**config.mk**
```make
export PLATFORM = sky130hd
export DESIGN_NAME = strip_pattern_gen
export DESIGN_NICKNAME = d
export VERILOG_FILES = /design/src/rtl/strip_pkg.sv /design/src/rtl/hue_wheel.sv /design/src/rtl/strip_pattern_gen.sv
export SDC_FILE = /design/constraint.sdc
export NUM_CORES = 1
export LEC_CHECK = 0
export CAP_MARGIN = 20
export CELL_PAD_IN_SITES_DETAIL_PLACEMENT = 0
export CELL_PAD_IN_SITES_GLOBAL_PLACEMENT = 1
export CORE_MARGIN = 1.5
export CORE_UTILIZATION = 30
export CTS_CLUSTER_SIZE = 25
export DETAILED_ROUTE_END_ITERATION = 6
export GPL_TIMING_DRIVEN = 0
export PLACE_DENSITY = 0.66
export SETUP_SLACK_MARGIN = 0.15
export SLEW_MARGIN = 20
export SYNTH_ARGS = -nofsm -noshare
export SYNTH_HDL_FRONTEND = slang
export SYNTH_SLANG_ARGS = --single-unit
```
**constraint.sdc**
```tcl
create_clock -name clk -period 4.63 [get_ports clk]
set_input_delay 0.926 -clock clk [delete_from_list [all_inputs] [get_ports clk]]
set_output_delay 0.926 -clock clk [all_outputs]
set_load 0.1 [all_outputs]
```
**src/rtl/strip_pkg.sv**
```systemverilog
// Shared types for the LED strip effect blocks: mode encodings, FSM states and GRB word helpers.
package strip_pkg;

  localparam int unsigned GRB_W = 24;

  typedef enum logic [1:0] {
    MODE_FLOW   = 2'd0,
    MODE_FROZEN = 2'd1,
    MODE_SOLID  = 2'd2,
    MODE_OFF    = 2'd3
  } mode_e;

  typedef enum logic [1:0] {
    IDLE   = 2'd0,
    LOAD   = 2'd1,
    STREAM = 2'd2,
    WAIT   = 2'd3
  } state_e;

  typedef struct packed {
    logic [7:0] g;
    logic [7:0] r;
    logic [7:0] b;
  } grb_t;

  function automatic logic [GRB_W-1:0] grb_pack(input logic [7:0] g, input logic [7:0] r,
                                                 input logic [7:0] b);
    return {g, r, b};
  endfunction

  function automatic grb_t grb_unpack(input logic [GRB_W-1:0] w);
    return grb_t'(w);
  endfunction

endpackage

```
**src/rtl/hue_wheel.sv**
```systemverilog
// Combinational hue wheel: position on a HUE_STEPS-long R->G->B->R ramp to a 24-bit GRB word.
module hue_wheel
  import strip_pkg::*;
#(
  parameter int unsigned HUE_STEPS = 768,
  parameter int unsigned LOC_W     = (HUE_STEPS > 1) ? $clog2(HUE_STEPS) : 1
) (
  input  logic [LOC_W-1:0] i_loc,
  output logic [GRB_W-1:0] o_grb_c
);

  localparam int unsigned SEG_LEN = HUE_STEPS / 3;

  logic [31:0] w_loc;
  logic [31:0] w_seg;
  logic [31:0] w_ofs;
  logic [7:0]  w_v;
  logic [7:0]  w_inv;

  // Constant divisors only; synthesis folds these into shift/add networks.
  always_comb begin
    w_loc = 32'(i_loc);
    w_seg = w_loc / SEG_LEN;
    w_ofs = w_loc % SEG_LEN;
    w_v   = 8'((w_ofs << 8) / SEG_LEN);
    w_inv = 8'd255 - w_v;
    case (w_seg)
      32'd0:   o_grb_c = grb_pack(w_v, w_inv, 8'd0);
      32'd1:   o_grb_c = grb_pack(w_inv, 8'd0, w_v);
      default: o_grb_c = grb_pack(8'd0, w_v, w_inv);
    endcase
  end

endmodule

```
**src/rtl/strip_pattern_gen.sv**
```systemverilog
// Frame-based GRB pixel stream generator for addressable LED strips with rainbow/solid/off modes.
module strip_pattern_gen
  import strip_pkg::*;
#(
  parameter int unsigned N_LED     = 60,
  parameter int unsigned HUE_STEPS = 768,
  parameter int unsigned LED_STEP  = 13,
  parameter int unsigned PHASE_DIV = 2,
  localparam int unsigned ADDR_W   = (N_LED > 1) ? $clog2(N_LED) : 1,
  localparam int unsigned PH_W     = (HUE_STEPS > 1) ? $clog2(HUE_STEPS) : 1
) (
  input  logic              clk,
  input  logic              reset,
  input  logic              enable,
  input  logic [1:0]        mode,
  input  logic              dir,
  input  logic [GRB_W-1:0]  solid_color,
  output logic              pix_valid,
  input  logic              pix_ready,
  output logic [ADDR_W-1:0] pix_addr,
  output logic [GRB_W-1:0]  pix_data,
  output logic              pix_last,
  input  logic              frame_done,
  output logic [PH_W-1:0]   phase
);

  localparam int unsigned FC_W = (PHASE_DIV > 1) ? $clog2(PHASE_DIV) : 1;

  state_e             r_state, w_state_nxt;
  mode_e              r_mode_sh, w_mode_sh_nxt;
  logic               r_dir_sh, w_dir_sh_nxt;
  logic [ADDR_W-1:0]  r_addr, w_addr_nxt;
  logic [PH_W-1:0]    r_loc, w_loc_nxt;
  logic [PH_W-1:0]    r_phase, w_phase_nxt;
  logic [FC_W-1:0]    r_frame_cnt, w_frame_cnt_nxt;
  logic               r_pix_valid, w_pix_valid_nxt;
  logic               r_pix_last, w_pix_last_nxt;
  logic [GRB_W-1:0]   r_pix_data, w_pix_data_nxt;

  logic               w_xfer;
  logic [ADDR_W-1:0]  w_addr_inc;
  logic [PH_W:0]      w_loc_sum;
  logic [PH_W-1:0]    w_loc_step;
  logic [PH_W-1:0]    w_hue_loc;
  logic [PH_W-1:0]    w_phase_step;
  logic [GRB_W-1:0]   w_hue_grb;
  logic [GRB_W-1:0]   w_pix_sel;

  assign w_xfer     = r_pix_valid & pix_ready;
  assign w_addr_inc = r_addr + ADDR_W'(1);

  // Next LED hue position: one add and a single conditional wrap.
  always_comb begin
    w_loc_sum  = (PH_W+1)'(r_loc) + (PH_W+1)'(LED_STEP);
    w_loc_step = (w_loc_sum >= (PH_W+1)'(HUE_STEPS))
               ? PH_W'(w_loc_sum - (PH_W+1)'(HUE_STEPS))
               : PH_W'(w_loc_sum);
    w_hue_loc  = (r_state == LOAD) ? r_phase : w_loc_step;
  end

  always_comb begin
    if (r_dir_sh) begin
      w_phase_step = (r_phase == '0) ? PH_W'(HUE_STEPS - 1) : r_phase - PH_W'(1);
    end else begin
      w_phase_step = (r_phase == PH_W'(HUE_STEPS - 1)) ? '0 : r_phase + PH_W'(1);
    end
  end

  hue_wheel #(
    .HUE_STEPS (HUE_STEPS),
    .LOC_W     (PH_W)
  ) u_hue (
    .i_loc   (w_hue_loc),
    .o_grb_c (w_hue_grb)
  );

  always_comb begin
    case (r_mode_sh)
      MODE_SOLID: w_pix_sel = solid_color;
      MODE_OFF:   w_pix_sel = '0;
      default:    w_pix_sel = w_hue_grb;
    endcase
  end

  // Next-state and datapath updates; the pixel word is precomputed one cycle ahead.
  always_comb begin
    w_state_nxt     = r_state;
    w_mode_sh_nxt   = r_mode_sh;
    w_dir_sh_nxt    = r_dir_sh;
    w_addr_nxt      = r_addr;
    w_loc_nxt       = r_loc;
    w_phase_nxt     = r_phase;
    w_frame_cnt_nxt = r_frame_cnt;
    w_pix_valid_nxt = r_pix_valid;
    w_pix_last_nxt  = r_pix_last;
    w_pix_data_nxt  = r_pix_data;
    case (r_state)
      IDLE: begin
        if (enable) begin
          w_state_nxt   = LOAD;
          w_mode_sh_nxt = mode_e'(mode);
          w_dir_sh_nxt  = dir;
        end
      end
      LOAD: begin
        w_state_nxt     = STREAM;
        w_addr_nxt      = '0;
        w_loc_nxt       = r_phase;
        w_pix_valid_nxt = 1'b1;
        w_pix_last_nxt  = (N_LED == 1);
        w_pix_data_nxt  = w_pix_sel;
      end
      STREAM: begin
        if (w_xfer) begin
          if (r_pix_last) begin
            w_state_nxt     = WAIT;
            w_pix_valid_nxt = 1'b0;
            w_pix_last_nxt  = 1'b0;
          end else begin
            w_addr_nxt     = w_addr_inc;
            w_loc_nxt      = w_loc_step;
            w_pix_data_nxt = w_pix_sel;
            w_pix_last_nxt = (w_addr_inc == ADDR_W'(N_LED - 1));
          end
        end
      end
      WAIT: begin
        if (frame_done) begin
          if (r_mode_sh == MODE_FLOW) begin
            if (r_frame_cnt == FC_W'(PHASE_DIV - 1)) begin
              w_frame_cnt_nxt = '0;
              w_phase_nxt     = w_phase_step;
            end else begin
              w_frame_cnt_nxt = r_frame_cnt + FC_W'(1);
            end
          end
          if (enable) begin
            w_state_nxt   = LOAD;
            w_mode_sh_nxt = mode_e'(mode);
            w_dir_sh_nxt  = dir;
          end else begin
            w_state_nxt = IDLE;
          end
        end
      end
      default: w_state_nxt = IDLE;
    endcase
  end

  always_ff @(posedge clk) begin
    if (reset) begin
      r_state <= IDLE;
    end else begin
      r_state <= w_state_nxt;
    end
  end

  always_ff @(posedge clk) begin
    if (reset) begin
      r_mode_sh   <= MODE_FLOW;
      r_dir_sh    <= 1'b0;
      r_addr      <= '0;
      r_loc       <= '0;
      r_phase     <= '0;
      r_frame_cnt <= '0;
      r_pix_valid <= 1'b0;
      r_pix_last  <= 1'b0;
      r_pix_data  <= '0;
    end else begin
      r_mode_sh   <= w_mode_sh_nxt;
      r_dir_sh    <= w_dir_sh_nxt;
      r_addr      <= w_addr_nxt;
      r_loc       <= w_loc_nxt;
      r_phase     <= w_phase_nxt;
      r_frame_cnt <= w_frame_cnt_nxt;
      r_pix_valid <= w_pix_valid_nxt;
      r_pix_last  <= w_pix_last_nxt;
      r_pix_data  <= w_pix_data_nxt;
    end
  end

  assign pix_valid = r_pix_valid;
  assign pix_addr  = r_addr;
  assign pix_data  = r_pix_data;
  assign pix_last  = r_pix_last;
  assign phase     = r_phase;

endmodule

```
==> results.md <==
* Netlist Area Pre-Place at about 4300 sq um
* Largest family of logic cells by synthesized area: compound AO/OA/AOI/OAI gates
* Post-synthesis compound-gate area fraction at 0.2916
* RSZ-0062 raised after global routing: no
* Post-Synth Adder-Cell Area at 0.03530
* Slew Limit Fails at 0
* Fmax at ~0.26 GHz
* Post-CTS Setup Bufs at 0
* I/O pin total at 74
* Worst Tran Pin Value at roughly 0.99 ns
* Cell count after synthesis at 548
* DRT Pass-1 Iters at 7
* Clock root buffer: clkbuf_16
* Peak VDD IR at 0.3084 mV
* Synth Area in Simple Gates at 0.2574
* Startpoint types: register
* Die H at about 120 microns
* Final setup fails at 0
* Power per cell area at ~660 nW/um^2
* Clk buf depth at 2
* Initial DRC count at slightly above 300
* Die X at approximately 120 microns
* PnR worst setup slack at around 0.82 ns
* Row Count at between 40 and 50
* Post-route DRC at 0
* Worst slew margin relative to its limit at 0.3404
* Register area share after synthesis at 0.2730
* Vias per cell at 5.457
* YS warnings at 0
* Worst-Skew Late Latency at roughly 0.34 ns
* Mux share of post-synthesis cell area at 0.05355
* Final period utilization at 0.8234
* Post-Layout Cell Count at 816
* Worst EP required at ~4.9 ns
* Via Count at about 4500
* EDFF count, synth at 0
* Status: complete, no violations
* # clock sinks at just under 60
* ANT nets after route at 0
* Kind of critical path: reg2reg
* DIE AREA at between 10000 and 15000 sq um
* Number of global-route vias before repair at approximately 4000
* Initial Utilization at 0.3064
* Setup TNS at 0 ns
* Antenna diodes at 0
* PortBufs at 73
* Post_cts resized at 0
* GRT Util Overall at 0.2089
* # nets final at ~680
* Placed cells at between 800 and 900
* GPL Wtd Cong at around 0.86
* Crit. End Element: register
* MaxCap Viol Count at 0
* Xor/xnor share of the synthesized area at 0.03266
* H-tree levels at 3
* CTS Buf Count at 9
* Hold-fix buffers, CTS at 0
* Total Wirelength at roughly 15 mm
* Crit-path max cell delay at about 0.63 ns
* Hold crit path type: reg2reg
* Pre-CTS WS at ~0.87 ns
* Utilization after layout at 0.3972
* Initial antenna violation count at 0
* Synth Register Bits at 58
* Commonest non-fill, non-tap cell in the layout: clkdlybuf4s50_1
* Mean routed wirelength per cell at 18.93 microns
* Post-synth cell types at between 60 and 70
* Setup Skew at approximately 0.01 ns
* Worst path top cell family by delay: compound AO/OA/AOI/OAI gates
* Most frequent cells in the layout: clkdlybuf4s50_1 (73), nor2_1 (66), a21oi_1 (65), dfxtp_1 (58), nand2_1 (48)
* Critical path arrival at about 4 ns
* Core area at between 10000 and 15000 sq um
* Total power draw at approximately 3.6 mW
* Post-DP HPWL at between 10 and 15 mm
* Syn avg cell area at between 7 and 8 sq um
* CTS tree: yes
* Critical Path Fanout Max at 10
* Leak pwr at just under 2 nW
* Final Hold Fails at 0
* Worst R2R Setup Slack at 0.82 ns
* Most frequent CP cell: ha_1
* Top_reg_cell synth: dfxtp_1
* Ys async rst share at 0
* Largest net degree at the start of global routing at 11
* Clock-pin slew on the worst setup and hold paths at around 0.050 ns
* Grt ovf at 0
* Syn_nets at approximately 590
* Buffer and inverter count on the worst path at 2
* Area growth syn-to-layout at 29.66%
* Layout cells sized above 1 at 0.09434
* Slowest cell on crit path: a2111oi_4
* Tmin final at between 3 and 4 ns
* Sequence of cells on the critical path: ha_1, nor3_4, nor2_1, xnor2_2, inv_1, ha_1, nor2b_1, nand3_1, nor4_1, a22o_2, a2111oi_4, buf_6, o21ai_1, a211oi_2
* Global-route wire length before repair at between 20 and 25 mm
## routing by layer
| metal | vias up | global-route usage | part of all wire |
|---|---|---|---|
| li1 | 2170 | - | - |
| met1 | 2147 | 0.2951 | 0.47 |
| met2 | 123 | 0.3290 | 0.47 |
| met3 | 13 | 0.03184 | 0.049 |
| met4 | 0 | 0.05887 | 0.012 |
| met5 | - | 0 | 0 |
## cell families (layout without fill, tap and decap cells)
family / count (synthesis) / in the layout
xor gates and xnor gates: 15 / 15
DFF: 58 / 58
buffers and inverters: 56 / 144
and+or+nand+nor: 214 / 214
AOI/OAI and AO/OA: 171 / 171
muxes: 22 / 22
adders and majority gates: 12 / 12
## final timing paths
kind,from,cells past startpoint,to
worst min-delay path,pix_addr[5]$_SDFFE_PP0P_,1,pix_addr[5]$_SDFFE_PP0P_
worst min register to register,pix_addr[5]$_SDFFE_PP0P_,1,pix_addr[5]$_SDFFE_PP0P_
worst max-delay path,r_loc[1]$_SDFFE_PP0P_,14,pix_data[22]$_SDFFE_PP0P_
worst max register to register,r_loc[1]$_SDFFE_PP0P_,14,pix_data[22]$_SDFFE_PP0P_
## layout make-up
| type | instances | area (sq um) |
|---|---|---|
| fill | 1443 | 8367 |
| multi-input combinational | 434 | 2851 |
| sequential | 58 | 1161 |
| timing repair buffer | 73 | 730.7 |
| clock buffer | 13 | 270.3 |
| tap | 180 | 225.2 |
| buffer | 44 | 195.2 |
| inverter | 12 | 45.04 |
| clock inverter | 2 | 35.03 |
## power by group
part	internal, mW	switching (mW)	leakage (nW)	total, mW
Combinational	0.620	1.60	1.31	2.22
Clock	0.456	0.238	0.152	0.695
Sequential	0.632	0.0987	0.473	0.731
Total	1.71	1.93	1.93	3.64
## cells in the mapped netlist, types with 5 or more instances
| cell type | n | share of area |
|---|---|---|
| nand2b_1 | 9 | 0.013 |
| nor2b_1 | 6 | 0.0088 |
| a31oi_1 | 5 | 0.0074 |
| mux2_2 | 6 | 0.016 |
| dfxtp_1 | 58 | 0.27 |
| or3_1 | 11 | 0.016 |
| nand2_1 | 48 | 0.042 |
| ha_1 | 12 | 0.035 |
| nor2_1 | 66 | 0.058 |
| inv_1 | 12 | 0.011 |
| xnor2_1 | 11 | 0.023 |
| nand3b_1 | 5 | 0.0088 |
| a311oi_1 | 8 | 0.016 |
| clkbuf_1 | 34 | 0.030 |
| nand3_2 | 6 | 0.014 |
| o21bai_1 | 5 | 0.0088 |
| a221oi_1 | 8 | 0.016 |
| mux2i_1 | 16 | 0.038 |
| a311oi_2 | 5 | 0.018 |
| a21oi_1 | 65 | 0.076 |
| o21ai_0 | 20 | 0.024 |
| a211oi_1 | 11 | 0.019 |
| nand3_1 | 16 | 0.019 |
| nor3_1 | 18 | 0.021 |
## worst register-to-register path: stages, from the launching register on
cell and delay (ns):
dfxtp_1 0.40, ha_1 0.33, nor3_4 0.33, nor2_1 0.14
xnor2_2 0.27, inv_1 0.10, ha_1 0.33, nor2b_1 0.16
nand3_1 0.11, nor4_1 0.06, a22o_2 0.31, a2111oi_4 0.63
buf_6 0.24, o21ai_1 0.13, a211oi_2 0.20
## metrics by stage
| step | hold WS [ns] | instance area [sq um] |
|---|---|---|
| after floorplan | 0.4988 | 4253 |
| after global placement | 0.4722 | 5209 |
| after detailed placement | 0.4711 | 5209 |
| after CTS | 0.4799 | 5514 |
| after global routing | 0.5204 | 5514 |
| final | 0.4851 | 5514 |
## state kept, by name, summed over array words and instances (netlist names)
name         flops
r_state          2
r_dir_sh         1
pix_last         1
r_mode_sh        2
pix_data        24
pix_valid        1
pix_addr         6
r_frame_cnt      1
phase           10
r_loc           10
No activity file was read; power rests on OpenSTA's default activity.
